==> config.mk <==
export PLATFORM = sky130hd
export DESIGN_NAME = ccg_bist_harness
export DESIGN_NICKNAME = d
export VERILOG_FILES = /design/src/rtl/ccg_bist_pkg.sv /design/src/rtl/ccg_misr.sv /design/src/rtl/ccg_bist_harness.sv
export SDC_FILE = /design/constraint.sdc
export NUM_CORES = 1
export LEC_CHECK = 0
export ABC_AREA = 0
export ABC_CLOCK_PERIOD_IN_PS = 1800
export CAP_MARGIN = 20
export CORE_MARGIN = 1.5
export CORE_UTILIZATION = 60
export CTS_BUF_LIST = sky130_fd_sc_hd__clkbuf_8 sky130_fd_sc_hd__clkbuf_16
export DETAILED_ROUTE_END_ITERATION = 10
export DONT_BUFFER_PORTS = 1
export GPL_TIMING_DRIVEN = 0
export PLACE_DENSITY_LB_ADDON = 0.05
export SLEW_MARGIN = 40
export SYNTH_ARGS = -nofsm -noshare
export SYNTH_HDL_FRONTEND = slang
export SYNTH_SLANG_ARGS = --single-unit
==> constraint.sdc <==
create_clock -name clk -period 1.8 [get_ports clk]
set_input_delay 0.27 -clock clk [delete_from_list [all_inputs] [get_ports clk]]
set_output_delay 0.27 -clock clk [all_outputs]
set_load 0.02 [all_outputs]
==> src/rtl/ccg_bist_pkg.sv <==
// ccg_bist_pkg: shared types and helpers for the CCGRCG BIST harness.
//   state_t          - sweep controller states
//   CCG_MISR_TAPS_20 - default Galois taps for x^20 + x^3 + 1
//   misr_step()      - one Galois left-shift MISR step, width given at call time
package ccg_bist_pkg;

    typedef enum logic [1:0] {
        IDLE = 2'd0,
        RUN  = 2'd1,
        DONE = 2'd2
    } state_t;

    localparam logic [19:0] CCG_MISR_TAPS_20 = 20'h00009;

    // Widest MISR the helper supports; narrower registers are zero-extended.
    localparam int unsigned MISR_MAX_W = 32;

    // next[i] = misr[i-1] ^ (msb & taps[i]) ^ f[i]; next[0] has no shift-in.
    // Bits at or above `width` are forced to zero.
    function automatic logic [MISR_MAX_W-1:0] misr_step(
        input logic [MISR_MAX_W-1:0] misr,
        input logic [MISR_MAX_W-1:0] f,
        input logic [MISR_MAX_W-1:0] taps,
        input int unsigned           width
    );
        logic [MISR_MAX_W-1:0] top_bit;
        logic [MISR_MAX_W-1:0] mask;
        logic                  msb;
        top_bit = MISR_MAX_W'(1) << (width - 1);
        // Wraps to all-ones when width == MISR_MAX_W.
        mask    = (top_bit << 1) - MISR_MAX_W'(1);
        msb     = |(misr & top_bit);
        return ((misr << 1) ^ ({MISR_MAX_W{msb}} & taps) ^ f) & mask;
    endfunction

endpackage

==> src/rtl/ccg_misr.sv <==
// ccg_misr: Galois multiple-input signature register.
//   clk  - rising-edge clock
//   rst  - asynchronous active-high reset, loads SEED
//   init - synchronous reload of SEED (wins over en)
//   en   - compact d into the register this cycle
//   d    - parallel response word
//   q    - current signature
module ccg_misr
    import ccg_bist_pkg::*;
#(
    parameter int unsigned         WIDTH = 20,
    parameter logic [WIDTH-1:0]    TAPS  = CCG_MISR_TAPS_20,
    parameter logic [WIDTH-1:0]    SEED  = '0
) (
    input  logic             clk,
    input  logic             rst,
    input  logic             init,
    input  logic             en,
    input  logic [WIDTH-1:0] d,
    output logic [WIDTH-1:0] q
);

    logic [WIDTH-1:0]      misr_q;
    logic [WIDTH-1:0]      misr_d;
    logic [MISR_MAX_W-1:0] step_wide;

    assign step_wide = misr_step(MISR_MAX_W'(misr_q), MISR_MAX_W'(d), MISR_MAX_W'(TAPS), WIDTH);

    always_comb begin
        misr_d = misr_q;
        if (init) begin
            misr_d = SEED;
        end else if (en) begin
            misr_d = step_wide[WIDTH-1:0];
        end
    end

    always_ff @(posedge clk or posedge rst) begin
        if (rst) begin
            misr_q <= SEED;
        end else begin
            misr_q <= misr_d;
        end
    end

    assign q = misr_q;

endmodule

==> src/rtl/ccg_bist_harness.sv <==
// ccg_bist_harness: exhaustive-stimulus / signature-compaction harness for the
// 4-input, 20-output CCGRCG combinational benchmarks.
//   clk       - rising-edge clock
//   rst       - asynchronous active-high reset
//   start     - begin a sweep (honoured only in IDLE or DONE)
//   hold      - freeze the sweep while in RUN
//   x         - registered CUT stimulus, x[0] drives x0
//   f         - CUT response, f[0] is f1
//   busy      - high in RUN
//   done      - high in DONE
//   pass      - done and signature equals GOLDEN_SIG
//   signature - current MISR contents
module ccg_bist_harness
    import ccg_bist_pkg::*;
#(
    parameter int unsigned      IN_W       = 4,
    parameter int unsigned      OUT_W      = 20,
    parameter logic [OUT_W-1:0] MISR_TAPS  = 20'h00009,
    parameter logic [OUT_W-1:0] MISR_SEED  = 20'h00000,
    parameter logic [OUT_W-1:0] GOLDEN_SIG = 20'h00000
) (
    input  logic             clk,
    input  logic             rst,
    input  logic             start,
    input  logic             hold,
    output logic [IN_W-1:0]  x,
    input  logic [OUT_W-1:0] f,
    output logic             busy,
    output logic             done,
    output logic             pass,
    output logic [OUT_W-1:0] signature
);

    localparam logic [IN_W-1:0] X_LAST = '1;

    state_t          state_q, state_d;
    logic [IN_W-1:0] x_q, x_d;
    logic            busy_q, busy_d;
    logic            done_q, done_d;
    logic            misr_init;
    logic            misr_en;

    always_comb begin
        state_d   = state_q;
        x_d       = x_q;
        misr_init = 1'b0;
        misr_en   = 1'b0;
        unique case (state_q)
            IDLE, DONE: begin
                if (start) begin
                    state_d   = RUN;
                    x_d       = '0;
                    misr_init = 1'b1;
                end
            end
            RUN: begin
                if (!hold) begin
                    misr_en = 1'b1;
                    // Last vector parks x instead of wrapping.
                    if (x_q == X_LAST) begin
                        state_d = DONE;
                    end else begin
                        x_d = x_q + IN_W'(1);
                    end
                end
            end
            default: state_d = IDLE;
        endcase
        busy_d = (state_d == RUN);
        done_d = (state_d == DONE);
    end

    always_ff @(posedge clk or posedge rst) begin
        if (rst) begin
            state_q <= IDLE;
            x_q     <= '0;
            busy_q  <= 1'b0;
            done_q  <= 1'b0;
        end else begin
            state_q <= state_d;
            x_q     <= x_d;
            busy_q  <= busy_d;
            done_q  <= done_d;
        end
    end

    ccg_misr #(
        .WIDTH (OUT_W),
        .TAPS  (MISR_TAPS),
        .SEED  (MISR_SEED)
    ) u_misr (
        .clk  (clk),
        .rst  (rst),
        .init (misr_init),
        .en   (misr_en),
        .d    (f),
        .q    (signature)
    );

    assign x    = x_q;
    assign busy = busy_q;
    assign done = done_q;
    // Registers only: no path from f or start.
    assign pass = done_q && (signature == GOLDEN_SIG);

endmodule

==> summary by stage, run 1 <==
Outcome
The run finished with clean final reports.

Worst setup path
Counting cells, the worst reg-to-reg path comes to 4. STA classifies the critical path startpoint as a flop. The critical path endpoint category is an output pin. The path type of the worst setup path is flop to output pin.

STA puts the critical path data arrival time at ~1.5 ns. The critical-path maximum fanout is 4. The worst endpoint required time is 1.53 ns.

Layout
The growth of design area from synthesis to finish is 11.08%. After routing the design area is 0.001530 mm^2. The net total in the final layout is roughly 140. The antenna diode count is 0.

The filler cells instantiated in the layout total ~160. Of the cells placed in the final design, the portion with a size suffix greater than 1 is 0.2373.

Pwr
The combinational share of power is 0.309. The internal portion of the total power is 0.001780 W. The analysis attributes to net switching a power of 0.001393 W. Power spread over the standard cell area amounts to 2074 mW/mm^2. The worst-case IR drop observed on VDD is 1.254 mV. Of the total power, registers draw 0.538. Of the total power, the clock network draws 0.153. The static leakage is 0.6690 nW. Of the total power, the share spent switching nets is 0.4389.

Global routing
The number of antenna violations at the first check in global routing is 0. In the global route stage, overall resource usage came out at 0.2130. Global routing finished with a remaining overflow of 0. Entering global routing, the biggest net connects 29 pins. The number of global-route vias before repair was about 920. The first global-routing pass estimated 4.153 mm of wire.

Synth
Counting distinct cell types in the post-synthesis netlist gives 28. The number of instances in the synthesized netlist is approximately 110. The synthesized flop and latch total is 28. The share of synthesized area in the top cell type comes to 0.5086.

Each instance of the synthesized netlist takes up on average 12.19 um^2. The cell area after technology mapping is 0.001378 mm^2. Sorting the synthesized cells by area gives the leading types as dfrtp_1, a22o_1, xor2_1. The largest area contributor in the synthesized netlist is dfrtp_1. When the netlist entered floorplanning its net count stood at 138.

The share of the yosys chip area belonging to registers is 0.5086. The Yosys step of the flow raised 0 warnings.

Clock tree
After clock tree synthesis, the clock-pin slew on the worst setup and hold paths is 0.09 ns. The longest clock path from root to sink contains 2 buffers. Clock tree synthesis inserted a total of 3 buffers. The maximum level of the CTS H-tree is 1. The clock net in this run drives a total of 28 sinks.

The cell sitting at the root of the clock tree is a clkbuf_8. The number of setup buffers added after CTS is 0. The CTS tree is done. The later pin in the worst-skew pair is clocked with a latency of approximately 0.27 ns.

Timing
The time the final worst path needs with I/O delays and setup is 1.764 ns. Across all hold checks on the routed design, the worst slack comes to 0.2071 ns. The actual transition at the worst max-transition pin is approximately 0.58 ns. The setup skew after layout is 0.006447 ns. Setup violations remaining at the end of the flow were counted as 0.

The final count of pins violating max slew was 0. The sum of negative setup slack is 0 ns. Measured against its own limit, the worst slew margin works out to 0.6153.

The post-route clock period utilization is 0.9799. Static timing analysis puts the maximum clock frequency at 566.9 MHz. The number of failing hold endpoints at the final stage was 0.

Placement
The last weighted congestion value of the routability-driven placer is 0.6732. In this run the cell area measured after placement is 0.001413 mm^2. The post-detailed-placement half-perimeter wirelength is 1.803 mm. The count of buffers inserted at the top-level ports is 0.

Worst hold path
The min-delay analysis places its worst path in the category primary input to flop. The cell count of the worst hold path is 2.

Drt
The number of violations reported at the end of detailed-routing iteration 0 is 8. After detailed routing, the average wire length per cell comes to 18.76 um. Wires add up to 2.739 mm. The number of vias after detailed routing is 920. Once detail routing completed, the nets flagged for antenna violations numbered 0. After detailed routing, the number of remaining DRC violations is 0. The first detailed-routing pass ran for 4 iterations.

The via density per instance is 6.301.

Floorplan
The die boundary width is ~51 um. 51 I/O pins were placed. For this configuration, the core starts out at a cell density of 0.6288.

The total area inside the core boundary comes to 0.002191 mm^2. The die boundary height is 50.92 um. The standard-cell row count is 17. The area of the die is 0.002592 mm^2.

Flow run
The tool flagged a number of max-cap violations equal to 0.
registers in the layout, indices dropped and copies added, names as in the netlist:
register / cells
busy: 1
u_misr.q: 20
x: 4
state_q: 2
done: 1
per-layer routing:
| metal | track usage | up-vias | wire length (um) |
|---|---|---|---|
| met5 | 0 | - | 0 |
| met4 | 0.05405 | 0 | 8 |
| met3 | 0.08187 | 2 | 161 |
| met2 | 0.3377 | 31 | 1356 |
| met1 | 0.2736 | 463 | 1212 |
| li1 | - | 424 | - |
layout by cell type (no fill, tap or decap), drive strengths merged, types with 3 or more instances in the layout:
cell type | Yosys | layout
dfrtp | 28 | 28
clkbuf | 0 | 3
nor4 | 3 | 3
inv | 3 | 3
buf | 5 | 5
xor2 | 19 | 19
a21oi | 5 | 5
nor2 | 3 | 3
nand2 | 3 | 3
a22o | 20 | 20
nor2b | 3 | 3
cell usage after synthesis:
cell and instances:
nand3_1 2, nor4_1 3, and4b_1 1, buf_6 5
and3_1 1, inv_1 3, a41oi_2 1, nand2b_1 2
nand4_1 1, xor2_1 19, a31o_2 1, nor2b_2 1
nor4b_1 1, xnor2_1 2, nor2b_1 2, nor2_2 1
a22o_1 20, nor3b_4 1, o32a_1 1, a211oi_2 1
ha_1 1, nor3_1 2, a21oi_1 5, o21ai_0 2
a211oi_1 1, nand2_1 3, nor2_1 2, dfrtp_1 28
layout make-up:
type                            instances  area [um^2]  share of cell area
Timing Repair Buffer                    1        10.01            0.006541
Tap cell                               28        35.03             0.02289
Inverter                                3        11.26            0.007359
Clock buffer                            3        41.29             0.02698
Clock inverter                          1        30.03             0.01962
Buffer                                  5        56.30             0.03679
Multi-Input combinational cell         77        635.6              0.4154
Sequential cell                        28        710.7              0.4644
per-stage QoR:
stage,total power [W],std cells,utilization,setup WS [ns]
2_1_floorplan,0.002391,113,-,0.3346
3_3_place_gp,0.002576,141,0.6448,0.1660
3_5_place_dp,0.002619,141,0.6448,0.1821
4_1_cts,0.003143,146,0.6905,0.003471
5_1_grt,0.003364,146,0.6985,-0.02934
6_report,0.003173,146,0.6985,0.03613
power by group through the flow:
| stage | clock (W) | combinational (W) | sequential [W] |
|---|---|---|---|
| after floorplan | 0 | 0.000823 | 0.00157 |
| after global placement | 0 | 0.000920 | 0.00166 |
| after detailed placement | 0 | 0.000949 | 0.00167 |
| after CTS | 0.000495 | 0.000972 | 0.00168 |
| after global routing | 0.000520 | 0.00110 | 0.00175 |
| final | 0.000485 | 0.000981 | 0.00171 |
timing repair:
item	in CTS	in global routing
hold buffers	1	0
setup endpoints to repair	1	1
hold endpoints to repair	28	0
resized for setup	7	6
pin swaps	0	2
path summary, 6_finish.rpt:
path / from / to / slack [ns]
setup reg to reg: x[0] / state_q[0] / 0.32
hold / removal: hold / busy / 0.21
min in group asynchronous: rst / u_misr.q[13] / 0.52
max in group asynchronous: rst / u_misr.q[19] / 0.86
setup / recovery: u_misr.q[9] / pass / 0.04
hold reg to reg: state_q[1] / state_q[1] / 0.57
critical path, stage by stage (launching register included):
cell     delay (ns)
dfrtp_2        0.48
nor4_1         0.33
nand4_1        0.21
nor2_4         0.20
cell families (layout without fill, tap and decap cells):
| family | count (synthesis) | in the layout | synth area share |
|---|---|---|---|
| XOR/XNOR | 21 | 21 | 0.1335 |
| AO/OA/AOI/OAI | 32 | 32 | 0.1926 |
| flip-flops | 28 | 28 | 0.5086 |
| buffers and inverters | 8 | 13 | 0.04904 |
| adder cells (fa/ha/maj) | 1 | 1 | 0.009081 |
| AND/OR/NAND/NOR | 23 | 23 | 0.1072 |
(Power assumes the default switching activity.)
==> run 2: changes to the inputs <==
--- a/config.mk
+++ b/config.mk
@@ -15,6 +15,7 @@
 export DONT_BUFFER_PORTS = 1
 export GPL_TIMING_DRIVEN = 0
 export PLACE_DENSITY_LB_ADDON = 0.05
+export RECOVER_POWER = 25
 export SLEW_MARGIN = 40
 export SYNTH_ARGS = -nofsm -noshare
 export SYNTH_HDL_FRONTEND = slang
==> run 2 against run 1 <==
  * Non-clock buffer count stayed put
  * Sequential share of layout area stayed put
  * Sequential power hardly changed
  * Critical endpoint unchanged
  * Largest power group unchanged
==> summary by stage, run 2 (synthesis results as in run 1) <==
Timing
On the final layout, the worst clock skew is 0.007000 ns. The actual transition at the worst max-transition pin is 1.049 ns. The worst hold margin is 0.2071 ns. The sum of negative setup slack is 0 ns. Timing would allow up to about 570 MHz. The final count of negative-setup-slack endpoints is 0. The number of failing hold endpoints at the final stage is 0.

The setup slack of the critical path after layout is ~0.034 ns. The final count of pins violating max slew is 0. In the finished design, the share of the clock period the worst path needs comes to 0.9809. The worst max-slew margin expressed relative to the limit is 0.2999.

The time the final worst path needs with I/O delays and setup is 1.766 ns.

Worst setup path
The critical-path maximum fanout is 4. On the critical path, the stage with the largest delay is an instance of dfrtp_2. The worst setup path is of the flop to output pin kind.

The sum of buffers and inverters on the critical path is 0. In this design, the stage delay of the slowest critical-path cell is 0.48 ns. The data arrival time at the worst-slack endpoint is 1.50 ns.

The critical path goes through nor4_1 > nand4_1 > nor2_4. On the critical path the largest part of the delay comes from simple AND/OR/NAND/NOR gates. STA classifies the critical path endpoint as an output pin. The startpoint type of the worst setup path is a flop. The worst endpoint required time is 1.53 ns.

Global routing
The routing layer with the top usage in global route is met2. Entering global routing, the biggest net connects 29 pins. The met1 track demand over resource in global routing is 0.2736. The global routing met3 resource utilization is 0.08187. The global-route total usage across every layer is 0.2130.

The number of antenna violations at the first check in global routing is 0. Global routing finished with a remaining overflow of 0. The first-pass GRT wire length is 4.153 mm. The number of global-route vias before repair is 918.

The routing usage on met2 is 0.3377.

Pwr
The peak supply drop is 1.254 mV. After layout, the design draws a total of around 0.0032 W. The total power density per cell area is 2073 mW/mm^2. The static leakage is 0.6701 nW.

Clock tree
The clock latency on the worst-skew pair is 0.27 ns. The total CTS buffers is 3. In this run the number of H-tree levels came out at 1. The number of sinks driven by the clock tree is 28. Buffers added to address setup during post-CTS repair amount to 0. TritonCTS built the clock tree. The maximum clock insertion buffer count is 2. Clock-pin slew was measured on the worst setup and hold paths at 0.09 ns.

The buffer type at the clock tree root is clkbuf_8.

Layout
The area used by multi-input combinational logic is 635.6 um^2. The share of post-route cells with drive strength above 1 is 0.2288. Relative to the synthesized area, the layout overhead comes to 11.08%. The number of antenna diodes in the final layout is 0. Leaving out fill and tap cells, the most frequent cells in the layout are a22o_1, dfrtp_1, xor2_1.

The sequential cell area is 710.7 um^2. The number of filler cells placed in the layout is 164. The register with the most flip-flops in the layout has 20 of them. The net total in the final layout is roughly 140.

Drt
The number of vias after detailed routing is 921. Wires add up to 2.723 mm. In this run, the number of DRC markers left after iteration 0 of detailed routing was 8.

Once detail routing completed, the nets flagged for antenna violations numbered 0. After detailed routing, the average wire length per cell comes to 18.65 um. The via density per instance is 6.308. For this run, design rule violations remaining after detail routing come to 0. The first-pass iteration count of the detailed router is 4.

Placement
The pre-CTS setup slack is between 0.15 and 0.2 ns. The last weighted congestion value of the routability-driven placer is slightly below 0.7. The wire-length estimate of the detail-placed layout is 1.803 mm. Port buffering added 0 buffers.

Flow run
Across the run, the number of max-cap violations was 0.

Floorplan
The area of the core is approximately 0.0022 mm^2. The starting utilization of the core area is 0.6288. From left edge to right edge, the die measures just over 50 um. The I/O pin total is 51. The standard-cell row count is 17. The area of the die is between 0.002 and 0.003 mm^2.

The die is ~50 um tall.

Worst hold path
The worst hold path belongs to the class primary input to flop.

Outcome
The flow ran to the end, and the final reports show no timing, DRC or antenna violations.
## run 2: what timing repair did
action                                  in CTS  in global routing
endpoints found under the hold margin       28                  0
endpoints found under the setup margin       1                  1
resized for setup                            7                  6
pin swaps                                    0                  2
hold buffers                                 1                  0
## run 2: per-layer routing
metal	up-vias	wire length [um]	share of wire
met5	-	0	0
met4	0	8	0.0029
met3	2	164	0.060
met2	33	1357	0.50
met1	462	1193	0.44
li1	424	-	-
## run 2: final timing paths
| check | start | end | slack [ns] | cells past startpoint |
|---|---|---|---|---|
| min in group asynchronous | rst | u_misr.q[13] | 0.69 | 2 |
| max reg2reg | x[0] | state_q[0] | 0.32 | 4 |
| max in group asynchronous | rst | u_misr.q[19] | 0.39 | 2 |
| min | hold | busy | 0.21 | 2 |
| max | u_misr.q[9] | pass | 0.03 | 3 |
| min reg2reg | state_q[1] | state_q[1] | 0.57 | 1 |
## run 2: through the flow
stage / utilization / cell area (um^2) / cells
3_3_place_gp: 0.6448 / 1413 / 141
4_1_cts: 0.6905 / 1513 / 146
6_report: 0.6985 / 1530 / 146
3_5_place_dp: 0.6448 / 1413 / 141
5_1_grt: 0.6985 / 1530 / 146
2_1_floorplan: - / 1378 / 113
## run 2: final cells by class
class / count / area share
clock buffer: 3 / 0.02698
multi-input combinational: 77 / 0.4154
inverter: 3 / 0.007359
sequential: 28 / 0.4644
buffer: 5 / 0.03679
timing repair buffer: 1 / 0.006541
clock inverter: 1 / 0.01962
tap: 28 / 0.02289
## run 2: report_power, final
part | internal, W | switching (W)
Combinational | 0.000550 | 0.000430
Sequential | 0.000933 | 0.000773
Clock | 0.000298 | 0.000188
